==> config.mk <==
export PLATFORM = sky130hd
export DESIGN_NAME = cam_i2c_responder
export DESIGN_NICKNAME = d
export VERILOG_FILES = /design/src/rtl/cam_i2c_responder.sv
export SDC_FILE = /design/constraint.sdc
export NUM_CORES = 1
export LEC_CHECK = 0
export CAP_MARGIN = 25
export CORE_MARGIN = 2
export CORE_UTILIZATION = 40
export CTS_BUF_LIST = sky130_fd_sc_hd__clkbuf_8
export DETAILED_ROUTE_END_ITERATION = 12
export GPL_ROUTABILITY_DRIVEN = 0
export GPL_TIMING_DRIVEN = 0
export PLACE_DENSITY = 0.64
export SYNTH_ARGS = -nofsm -noshare
export SYNTH_HDL_FRONTEND = slang
export SYNTH_SLANG_ARGS = --single-unit
==> constraint.sdc <==
create_clock -name clk -period 1.8 [get_ports clk]
set_input_delay 0.54 -clock clk [delete_from_list [all_inputs] [get_ports clk]]
set_output_delay 0.54 -clock clk [all_outputs]
set_load 0.005 [all_outputs]
==> src/rtl/cam_i2c_responder.sv <==
// -----------------------------------------------------------------------------
// cam_i2c_responder
//
// I2C/SCCB target that stands in for a camera sensor's control port. It decodes
// sensor-style transactions with a 16-bit register pointer and turns them into
// single-cycle accesses on a simple register bus.
//
// The block oversamples SCL/SDA with the system clock and never stretches SCL.
// Every protocol action is taken on an edge seen in the synchronised domain.
//
// Ports
//   clk        system clock, at least 16x the SCL rate
//   reset      asynchronous, active-low reset
//   scl_i      SCL pad input
//   sda_i      SDA pad input (the resolved open-drain line)
//   sda_oe     1 = pull SDA low, 0 = release
//   reg_addr   current 16-bit register pointer
//   reg_wdata  write data, valid while reg_we = 1
//   reg_we     one-cycle write strobe
//   reg_re     one-cycle read request; reg_rdata is sampled on the next clk
//   reg_rdata  read data returned by the register file
//   busy       1 from an addressed START until STOP
//
// Transaction shapes
//   write : S | DEV/W A | ADDR_HI A | ADDR_LO A | DATA A | DATA A ... | P
//   read  : S | DEV/W A | ADDR_HI A | ADDR_LO A | Sr | DEV/R A | DATA a ... DATA n | P
//   A read may also start directly (S | DEV/R ...) and uses the current pointer.
// -----------------------------------------------------------------------------
module cam_i2c_responder #(
  parameter logic [6:0] DEV_ADDR    = 7'h36,
  parameter int         SYNC_STAGES = 2
) (
  input  logic        clk,
  input  logic        reset,
  input  logic        scl_i,
  input  logic        sda_i,
  output logic        sda_oe,
  output logic [15:0] reg_addr,
  output logic [7:0]  reg_wdata,
  output logic        reg_we,
  output logic        reg_re,
  input  logic [7:0]  reg_rdata,
  output logic        busy
);

  // ---------------------------------------------------------------------------
  // Protocol states. Each *_ACK state spans from the SCL fall that opens the
  // acknowledge slot to the SCL fall that closes it.
  // ---------------------------------------------------------------------------
  typedef enum logic [3:0] {
    IDLE,
    DEV,
    DEV_ACK,
    RHI,
    RHI_ACK,
    RLO,
    RLO_ACK,
    WDATA,
    WDATA_ACK,
    RDATA,
    RD_MACK,
    IGNORE
  } state_t;

  state_t state;
  state_t state_nxt;

  // ---------------------------------------------------------------------------
  // Input synchronisers plus one history flop for edge detection
  // ---------------------------------------------------------------------------
  logic [SYNC_STAGES-1:0] scl_sync;
  logic [SYNC_STAGES-1:0] sda_sync;
  logic                   scl_prev;
  logic                   sda_prev;
  logic                   scl;
  logic                   sda;

  // NOTE: the synchronisers reset to 1 (the idle bus level) so that leaving
  // reset can never look like a START, STOP or SCL edge.
  always_ff @(posedge clk or negedge reset) begin
    if (!reset) begin
      scl_sync <= '1;
      sda_sync <= '1;
      scl_prev <= 1'b1;
      sda_prev <= 1'b1;
    end else begin
      // NOTE: non-blocking assignments make every flop sample the old value of
      // its neighbour, which is what turns this into a real shift chain.
      scl_sync <= {scl_sync[SYNC_STAGES-2:0], scl_i};
      sda_sync <= {sda_sync[SYNC_STAGES-2:0], sda_i};
      scl_prev <= scl;
      sda_prev <= sda;
    end
  end

  assign scl = scl_sync[SYNC_STAGES-1];
  assign sda = sda_sync[SYNC_STAGES-1];

  // Bus events in the synchronised domain. START/STOP need SCL high on both
  // samples so they can never coincide with an SCL edge.
  logic scl_rise;
  logic scl_fall;
  logic start_det;
  logic stop_det;

  assign scl_rise  =  scl & ~scl_prev;
  assign scl_fall  = ~scl &  scl_prev;
  assign start_det =  scl &  scl_prev &  sda_prev & ~sda;
  assign stop_det  =  scl &  scl_prev & ~sda_prev &  sda;

  // ---------------------------------------------------------------------------
  // Datapath registers
  // ---------------------------------------------------------------------------
  logic [7:0] shreg;     // receive shift register, MSB first
  logic [7:0] tx_sh;     // transmit shift register, bit 7 is on the wire
  logic [2:0] bit_cnt;   // data bits seen in the current byte
  logic       full;      // 8 bits seen; cleared at the SCL fall that opens ACK
  logic       rw;        // R/W bit of the last device-address byte

  logic [7:0] rx_byte;   // byte including the bit sampled on this SCL rise
  logic       last_rise; // SCL rise that carries the 8th data bit
  logic       byte_end;  // SCL fall that closes a complete byte
  logic       addr_match;
  logic       bit_state; // states in which data bits are clocked

  assign rx_byte    = {shreg[6:0], sda};
  assign last_rise  = scl_rise & (bit_cnt == 3'd7);
  assign byte_end   = scl_fall & full;
  assign addr_match = (shreg[7:1] == DEV_ADDR);
  assign bit_state  = (state == DEV) || (state == RHI) || (state == RLO) ||
                      (state == WDATA) || (state == RDATA);

  // ---------------------------------------------------------------------------
  // FSM process 1: state register and registered outputs
  // ---------------------------------------------------------------------------
  logic sda_oe_nxt;
  logic reg_we_nxt;
  logic reg_re_nxt;
  logic busy_nxt;

  always_ff @(posedge clk or negedge reset) begin
    if (!reset) begin
      state  <= IDLE;
      sda_oe <= 1'b0;
      reg_we <= 1'b0;
      reg_re <= 1'b0;
      busy   <= 1'b0;
    end else begin
      state  <= state_nxt;
      sda_oe <= sda_oe_nxt;
      reg_we <= reg_we_nxt;
      reg_re <= reg_re_nxt;
      busy   <= busy_nxt;
    end
  end

  // ---------------------------------------------------------------------------
  // FSM process 2: next-state logic. STOP beats START beats data handling.
  // ---------------------------------------------------------------------------
  always_comb begin
    // NOTE: the default first assignment keeps this block free of latches on
    // every path that does not change state.
    state_nxt = state;
    if (stop_det) begin
      state_nxt = IDLE;
    end else if (start_det) begin
      state_nxt = DEV;
    end else begin
      case (state)
        DEV:       if (byte_end) state_nxt = addr_match ? DEV_ACK : IGNORE;
        DEV_ACK:   if (scl_fall) state_nxt = rw ? RDATA : RHI;
        RHI:       if (byte_end) state_nxt = RHI_ACK;
        RHI_ACK:   if (scl_fall) state_nxt = RLO;
        RLO:       if (byte_end) state_nxt = RLO_ACK;
        RLO_ACK:   if (scl_fall) state_nxt = WDATA;
        WDATA:     if (byte_end) state_nxt = WDATA_ACK;
        WDATA_ACK: if (scl_fall) state_nxt = WDATA;
        RDATA:     if (byte_end) state_nxt = RD_MACK;
        RD_MACK: begin
          // A master NACK ends the read burst; an ACK continues at the fall.
          if (scl_rise && sda)  state_nxt = IGNORE;
          else if (scl_fall)    state_nxt = RDATA;
        end
        default:   state_nxt = state;   // IDLE, IGNORE wait for START/STOP
      endcase
    end
  end

  // ---------------------------------------------------------------------------
  // FSM process 3: next values of the registered outputs. sda_oe only moves on
  // an SCL fall, so the line is stable for the whole SCL-high phase.
  // ---------------------------------------------------------------------------
  always_comb begin
    sda_oe_nxt = sda_oe;
    reg_we_nxt = 1'b0;
    reg_re_nxt = 1'b0;
    busy_nxt   = busy;
    if (stop_det) begin
      sda_oe_nxt = 1'b0;
      busy_nxt   = 1'b0;
    end else if (!start_det) begin
      case (state)
        DEV: begin
          if (byte_end) begin
            sda_oe_nxt = addr_match;   // ACK only our own address
            busy_nxt   = addr_match;
          end
        end
        DEV_ACK: begin
          // The read request goes out at the ACK rise so the first data byte
          // is in tx_sh well before the fall that puts its MSB on the wire.
          if (scl_rise && rw) reg_re_nxt = 1'b1;
          if (scl_fall)       sda_oe_nxt = rw & ~tx_sh[7];
        end
        RHI, RLO: begin
          if (byte_end) sda_oe_nxt = 1'b1;
        end
        WDATA: begin
          if (last_rise) reg_we_nxt = 1'b1;
          if (byte_end)  sda_oe_nxt = 1'b1;
        end
        RHI_ACK, RLO_ACK, WDATA_ACK: begin
          if (scl_fall) sda_oe_nxt = 1'b0;
        end
        RDATA: begin
          // After the 8th bit, release the line for the master's ACK slot;
          // otherwise present the next bit (open drain: only 0 is driven).
          if (scl_fall) sda_oe_nxt = full ? 1'b0 : ~tx_sh[6];
        end
        RD_MACK: begin
          if (scl_rise) begin
            if (sda) busy_nxt   = 1'b0;
            else     reg_re_nxt = 1'b1;
          end
          if (scl_fall) sda_oe_nxt = ~tx_sh[7];
        end
        IGNORE: begin
          sda_oe_nxt = 1'b0;
          busy_nxt   = 1'b0;
        end
        default: begin
          sda_oe_nxt = 1'b0;
        end
      endcase
    end
  end

  // ---------------------------------------------------------------------------
  // Datapath: bit counting, shift registers and the register pointer
  // ---------------------------------------------------------------------------
  always_ff @(posedge clk or negedge reset) begin
    if (!reset) begin
      shreg     <= 8'h00;
      tx_sh     <= 8'h00;
      bit_cnt   <= 3'd0;
      full      <= 1'b0;
      rw        <= 1'b0;
      reg_addr  <= 16'h0000;
      reg_wdata <= 8'h00;
    end else begin
      // Transmit register: load the requested byte the clk after reg_re,
      // otherwise advance one bit at every fall inside a read byte.
      if (reg_re) begin
        tx_sh <= reg_rdata;
      end else if (state == RDATA && scl_fall && !full) begin
        tx_sh <= {tx_sh[6:0], 1'b0};
      end

      if (start_det || stop_det) begin
        // Abort any byte in flight; the pointer is kept across START.
        bit_cnt <= 3'd0;
        full    <= 1'b0;
      end else begin
        if (bit_state && scl_rise) begin
          shreg   <= rx_byte;
          bit_cnt <= bit_cnt + 3'd1;     // wraps to 0 after the 8th bit
          if (bit_cnt == 3'd7) begin
            full <= 1'b1;
            case (state)
              DEV:     rw              <= sda;
              RHI:     reg_addr[15:8]  <= rx_byte;
              RLO:     reg_addr[7:0]   <= rx_byte;
              WDATA:   reg_wdata       <= rx_byte;
              default: ;
            endcase
          end
        end

        if (byte_end) full <= 1'b0;

        // Auto-increment, wrapping naturally at 16 bits: after a written byte
        // has been acknowledged, and when the master ACKs a read byte.
        if (state == WDATA_ACK && scl_fall) begin
          reg_addr <= reg_addr + 16'd1;
        end
        if (state == RD_MACK && scl_rise && !sda) begin
          reg_addr <= reg_addr + 16'd1;
        end
      end
    end
  end

endmodule

==> results of run 1 <==
-- through the flow --
stage | utilization, % | hold slack, ns
finish | 58.1 | 0.230
CTS | 55.0 | 0.245
floorplan | - | 0.244
detailed placement | 48.3 | 0.348
global placement | 48.1 | 0.346
global route | 58.1 | 0.272
-- logic make-up (layout without fill, tap and decap cells) --
kind of cell / Yosys count / in the layout / share of synthesized area, %
xor gates and xnor gates: 1 / 1 / 0.274
and+or+nand+nor: 107 / 107 / 17.6
DFF: 59 / 59 / 46.4
AOI/OAI and AO/OA: 110 / 111 / 21.3
buffers and inverters: 28 / 116 / 3.76
muxes: 28 / 28 / 9.43
adders and majority gates: 3 / 3 / 1.17
-- report_power, final --
group          internal (µW)  leakage (µW)  switching (µW)
clock network            789      0.000114             609
registers               1760      0.000721             433
logic                   1500       0.00110            1430
-- worst register-to-register path, stage by stage (launching register included) --
cell,delay [ns]
dfrtp_2,0.46
buf_4,0.17
o21ai_2,0.20
nand3_1,0.10
a32o_1,0.32
mux2i_2,0.27
mux2i_1,0.25
-- sequential cells by signal, indices dropped and copies added, names as in the netlist, 2 cells and up --
signal	count
state	4
scl_sync	2
sda_sync	2
reg_wdata	8
tx_sh	8
bit_cnt	3
reg_addr	16
shreg	8
-- final cells by class --
class                           instances  area [µm²]  share of cell area (%)
Timing Repair Buffer                   77         726                    16.2
Inverter                                8        30.0                   0.669
Tap cell                              102         128                    2.84
Sequential cell                        59        1500                    33.3
Multi-Input combinational cell        250        1770                    39.4
Buffer                                 15         118                    2.62
Clock inverter                          7         100                    2.23
Clock buffer                            9         124                    2.76
-- cells in the final DEF (no fill, tap or decap), types with 8 or more instances in the layout --
master	instances
mux2i_1	10
buf_4	37
clkbuf_8	9
dfrtp_2	11
o22ai_1	8
o21ai_0	28
clkdlybuf4s50_1	31
nand2_1	25
inv_1	8
dfrtp_1	42
a31oi_1	8
nand3_1	15
mux2_2	16
a21oi_1	26
nor2_1	18
-- per-layer routing --
| layer | vias to the layer above | share of wire (%) | GRT usage [%] |
|---|---|---|---|
| met3 | 27 | 7.5 | 5.16 |
| met4 | 0 | 3.0 | 11.2 |
| li1 | 1422 | - | - |
| met2 | 162 | 47 | 33.0 |
| met1 | 1441 | 43 | 28.1 |
| met5 | - | 0 | 0 |
-- what timing repair did --
item,4_1_cts,5_1_grt
cloned,0,1
buffers inserted,23,14
pin swaps,4,10
setup endpoints to repair,63,55
gates resized for setup,39,36
-- worst min path at each step --
stage / from / to / slack (ns) / cells after the start
2_1_floorplan: reset / bit_cnt[0] / 0.24 / 0
3_3_place_gp: sda_sync[0] / sda_sync[1] / 0.35 / 0
3_5_place_dp: sda_sync[0] / sda_sync[1] / 0.35 / 0
4_1_cts: reset / reg_addr[3] / 0.25 / 1
5_1_grt: reset / reg_addr[11] / 0.27 / 1
6_report: reset / reg_addr[3] / 0.23 / 1
==> run summary, run 1 <==
Status - finished with violations
Failing checks - negative setup slack
Fmax - 538 MHz
Via count - 3052
Clock transition at the registers of the reported paths - 0.08 ns
Commonest cells in the netlist - dfrtp_1 (53), o21ai_0 (29), a21oi_1 (26), nand2_1 (26), nor2_1 (19)
Clock Sinks - 59
Total chip power - 6520 µW
Worst skew pair latency - 0.35 ns
CTS tree - built
Layout cell share with drive strength beyond 1 - 31.3%
Die Wd - 93.4 µm
Final Max Tran Viols - 0
Worst slack, placed - -0.411 ns
Number of cell rows - 32
Final std cells w/o fill - 527
Worst Skew - 0.00670 ns
Synthesized area - 3200 µm²
Minimum clock period - 1.86 ns
Initial antenna violation count - 0
Setup Viol. Count Final - 3
PwrDens - 1450 nW/µm²
Post-DRT Antenna Nets - 0
Seq cells post-synth - 59
Final period utilization - 103%
Synth area leaders - dfrtp_1 (41%), mux2_2 (5.6%), dfstp_2 (4.9%)
Fin. Hold Viols - 0
Global-route wire length before repair - 14600 µm
Synth warn - 0
CP Capture Type - flip-flop
Worst Setup EP - state[1]
Min-delay worst type - input port to asynchronous set/reset pin
Port Buffers - 39
Reg-to-Reg Start - state[2]
Cells after synthesis - 336
RSZ-0062 raised after global routing - true
Reg2Reg Setup Slack - -0.06 ns
Length of the first detailed-routing pass in iterations - 5
Max-cap violations - 0
H-tree depth - 3
Critical path class - flip-flop to flip-flop
Post-synth top area share - 41.5%
Design Area, Final - 4490 µm²
Number of global-route vias before repair - 2956
Hold-fix buffers, CTS - 0
Initial Util - 41.4%
Synth unique cells - 57
Number of buffers and inverters on the critical path - 1
CP peak stage delay - 0.46 ns
Setup ws final - -0.0571 ns
R2r endpoint - state[1]
CP Max Fanout - 4
Die height - 93.4 µm
Bufs on Longest Clock Path - 2
Critical path startpoint - state[2]
Drt initial violations - 313
EDFF count, synth - 0
Worst vdd ir - 0.706 mV
Total grt overflow - 0
Startpoint types - flip-flop
Post-synthesis sequential area ratio - 46.4%
Primary FF master, synth - dfrtp_1
Post-synth top area cell - dfrtp_1
Crit path depth - 6
Diode count - 0
Leakage - 0.00193 µW
Crit path DAT - 2.12 ns
Global Route Usage Sum - 21.5%
Root Buffer - clkbuf_8
Io pins - 40
CP top delay family - compound AO/OA/AOI/OAI gates
Worst Max-Slew Pin Slew - 0.682 ns
Routed wire per std cell - 17.1 µm
Vias/cell - 5.79
Post-Syn Area per Cell - 9.52 µm²
Die Area - 8730 µm²
Residual DRC - 0
Synth async-reset ratio - 100%
HPWL Detailed - 5820 µm
FF-to-FF path depth - 6
Most numerous cell in the Yosys netlist - dfrtp_1
DRT Wirelength - 9030 µm
WP data required - 2.06 ns
Rel. slew slack - 54.6%
Final #Nets - 435
Area grow syn2layout - 40.5%
Syn Nets - 351
Number of buffers created by CTS - 9
Floorplan Core Area - 7730 µm²
Fillers - 683
CP max stage cell - dfrtp_2
Dpl cell area - 3730 µm²
Setup_tns - -0.0695 ns
Worst path cell trace - buf_4 -> o21ai_2 -> nand3_1 -> a32o_1 -> mux2i_2 -> mux2i_1
Largest net degree at the start of global routing - 32
Placed cell count - 478
No activity file was read; power rests on OpenSTA's default activity.
==> inputs of run 2 (changes only) <==
Settings changed: PLACE_DENSITY 0.64 to 0.68, REMOVE_ABC_BUFFERS set to 1.
==> run summary, run 2 (synthesis gave the netlist of run 1 again) <==
Status - finished with violations (unchanged)
Failing checks - negative setup slack (unchanged)
Length of the first detailed-routing pass in iterations - 7 (was 5)
Vias/cell - 5.90 (was 5.79)
Number of buffers and inverters on the critical path - 2 (was 1)
FF-to-FF path depth - 6 (unchanged)
Final #Nets - 454 (was 435)
Die Wd - 93.4 µm (unchanged)
Number of global-route vias before repair - 2792 (was 2956)
CP Max Fanout - 7 (was 4)
Io pins - 40 (unchanged)
Final Max Tran Viols - 0 (unchanged)
CP max stage cell - dfrtp_4 (was dfrtp_2)
Worst path cell trace - buf_6 -> buf_4 -> nor2b_2 -> o21a_1 -> mux2i_4 -> a2bb2oi_1 (was buf_4 -> o21ai_2 -> nand3_1 -> a32o_1 -> mux2i_2 -> mux2i_1)
Setup ws final - -0.0567 ns (was -0.0571 ns)
Worst skew pair latency - 0.35 ns (about the same)
Worst Max-Slew Pin Slew - 0.479 ns (was 0.682 ns)
Crit path depth - 6 (unchanged)
H-tree depth - 3 (unchanged)
Global-route wire length before repair - 13900 µm (was 14600 µm)
CP Capture Type - flip-flop (unchanged)
Setup Viol. Count Final - 2 (was 3)
Routed wire per std cell - 18.0 µm (was 17.1 µm)
Worst vdd ir - 0.702 mV (was 0.706 mV)
Most frequent cells in the layout - buf_4 (61), dfrtp_1 (40), clkdlybuf4s50_1 (34), nand2_1 (24), o21ai_0 (24) (was dfrtp_1 (42), buf_4 (37), clkdlybuf4s50_1 (31), o21ai_0 (28), a21oi_1 (26))
Worst Skew - 0.00875 ns (was 0.00670 ns)
Number of cell rows - 32 (unchanged)
Most common cell after layout, fill and taps aside - buf_4 (was dfrtp_1)
Global Route Usage Sum - 20.5% (was 21.5%)
P_int - 4210 µW (was 4050 µW)
DRT Wirelength - 9820 µm (was 9030 µm)
Root Buffer - clkbuf_8 (unchanged)
Port Buffers - 39 (unchanged)
Min Hold Slack - 0.134 ns (was 0.230 ns)
Fin. Hold Viols - 0 (unchanged)
Largest register FFs - 16 (unchanged)
Top reg by flops - reg_addr (unchanged)
Crit path DAT - 2.12 ns (about the same)
Design Area, Final - 4760 µm² (was 4490 µm²)
Layout cell share with drive strength beyond 1 - 39.0% (was 31.3%)
Clock transition at the registers of the reported paths - 0.08 ns (about the same)
Fillers - 605 (was 683)
Clock power frac - 18.0% (was 21.4%)
CP peak stage delay - 0.56 ns (was 0.46 ns)
Diode count - 0 (unchanged)
Floorplan Core Area - 7730 µm² (unchanged)
Via count - 3223 (was 3052)
Multi-input gate area - 1920 µm² (was 1770 µm²)
Drt initial violations - 359 (was 313)
Final period utilization - 103% (about the same)
WP data required - 2.06 ns (about the same)
NetSw - 2720 µW (was 2470 µW)
Die height - 93.4 µm (unchanged)
Min-delay worst type - input port to asynchronous set/reset pin (unchanged)
Startpoint types - flip-flop (unchanged)
Post-DRT Antenna Nets - 0 (unchanged)
Max-cap violations - 0 (unchanged)
Minimum clock period - 1.86 ns (about the same)
Die Area - 8730 µm² (unchanged)
Critical path class - flip-flop to flip-flop (unchanged)
Clock Sinks - 59 (unchanged)
Dpl cell area - 3670 µm² (was 3730 µm²)
Number of buffers created by CTS - 9 (unchanged)
Flop pwr share - 32.5% (was 33.6%)
PwrDens - 1460 nW/µm² (was 1450 nW/µm²)
Rel. slew slack - 68.1% (was 54.6%)
Total grt overflow - 0 (unchanged)
Sw Share - 39.2% (was 37.9%)
CP top delay family - flip-flops (was compound AO/OA/AOI/OAI gates)
Area grow syn2layout - 48.8% (was 40.5%)
CTS tree - built (unchanged)
HPWL Detailed - 5120 µm (was 5820 µm)
FF/Latch Area - 1510 µm² (was 1500 µm²)
Leakage - 0.00202 µW (was 0.00193 µW)
Bufs on Longest Clock Path - 2 (unchanged)
Initial Util - 41.4% (unchanged)
Largest net degree at the start of global routing - 41 (was 32)
Fmax - 539 MHz (was 538 MHz)
RSZ-0062 raised after global routing - true (unchanged)
Comb power frac - 49.5% (was 44.9%)
Total chip power - 6930 µW (was 6520 µW)
Residual DRC - 0 (unchanged)
Initial antenna violation count - 0 (unchanged)
-- run 2: changes by cell type in the layout (fill, tap and decap cells not counted), sizes merged --
cell and change:
buf +23, bufinv -1, clkbuf -5, clkdlybuf4s50 +3, clkinv -1, clkinvlp +2
dlymetal6s2s -3, o21a +1
-- run 2: worst paths after layout --
| path | startpoint | endpoint | slack (ns) |
|---|---|---|---|
| max | state[2] | state[3] | -0.06 |
| min | reset | reg_addr[9] | 0.13 |
| max reg2reg | state[2] | state[3] | -0.06 |
| min reg2reg | scl_sync[0] | scl_sync[1] | 0.36 |
| max in group asynchronous | reset | sda_prev | 1.02 |
| min in group clk | scl_sync[0] | scl_sync[1] | 0.36 |
-- run 2: power groups by stage --
| stage | Combinational, µW | Clock (µW) | Sequential [µW] |
|---|---|---|---|
| after floorplan | 1230 | 0 | 2230 |
| after global placement | 1830 | 0 | 2400 |
| after detailed placement | 1880 | 0 | 2420 |
| after CTS | 2500 | 1270 | 2280 |
| after global routing | 3660 | 1330 | 2290 |
| final | 3430 | 1250 | 2250 |
-- run 2: layer usage --
| metal | part of all wire [%] | vias up | track usage [%] |
|---|---|---|---|
| li1 | - | 1456 | - |
| met3 | 6.6 | 32 | 3.46 |
| met5 | 0 | - | 0 |
| met2 | 48 | 156 | 31.4 |
| met1 | 43 | 1579 | 28.3 |
| met4 | 3.0 | 0 | 9.68 |
-- run 2: per-stage QoR --
stage	TNS (ns)	setup WS, ns	utilization, %	cells
2_1_floorplan	-13.27	-0.759	-	316
3_3_place_gp	-126.20	-1.69	46.9	457
3_5_place_dp	-13.48	-0.579	47.5	461
4_1_cts	-0.0115	-0.00907	56.1	515
5_1_grt	-0.365	-0.0711	61.6	546
6_report	-0.101	-0.0567	61.6	546
-- run 2: timing repair --
action                     4_1_cts  5_1_grt
hold buffers                     0        0
pin swaps                        5       15
setup endpoints to repair       62       43
buffers inserted                36       31
cloned                           2        1
resized for setup               46       54
-- run 2: cell type report --
type,instances,area share [%]
sequential,59,31.7
multi-input combinational,251,40.4
clock inverter,7,1.60
clock buffer,9,2.60
tap,102,2.68
timing repair buffer,110,20.4
inverter,8,0.631
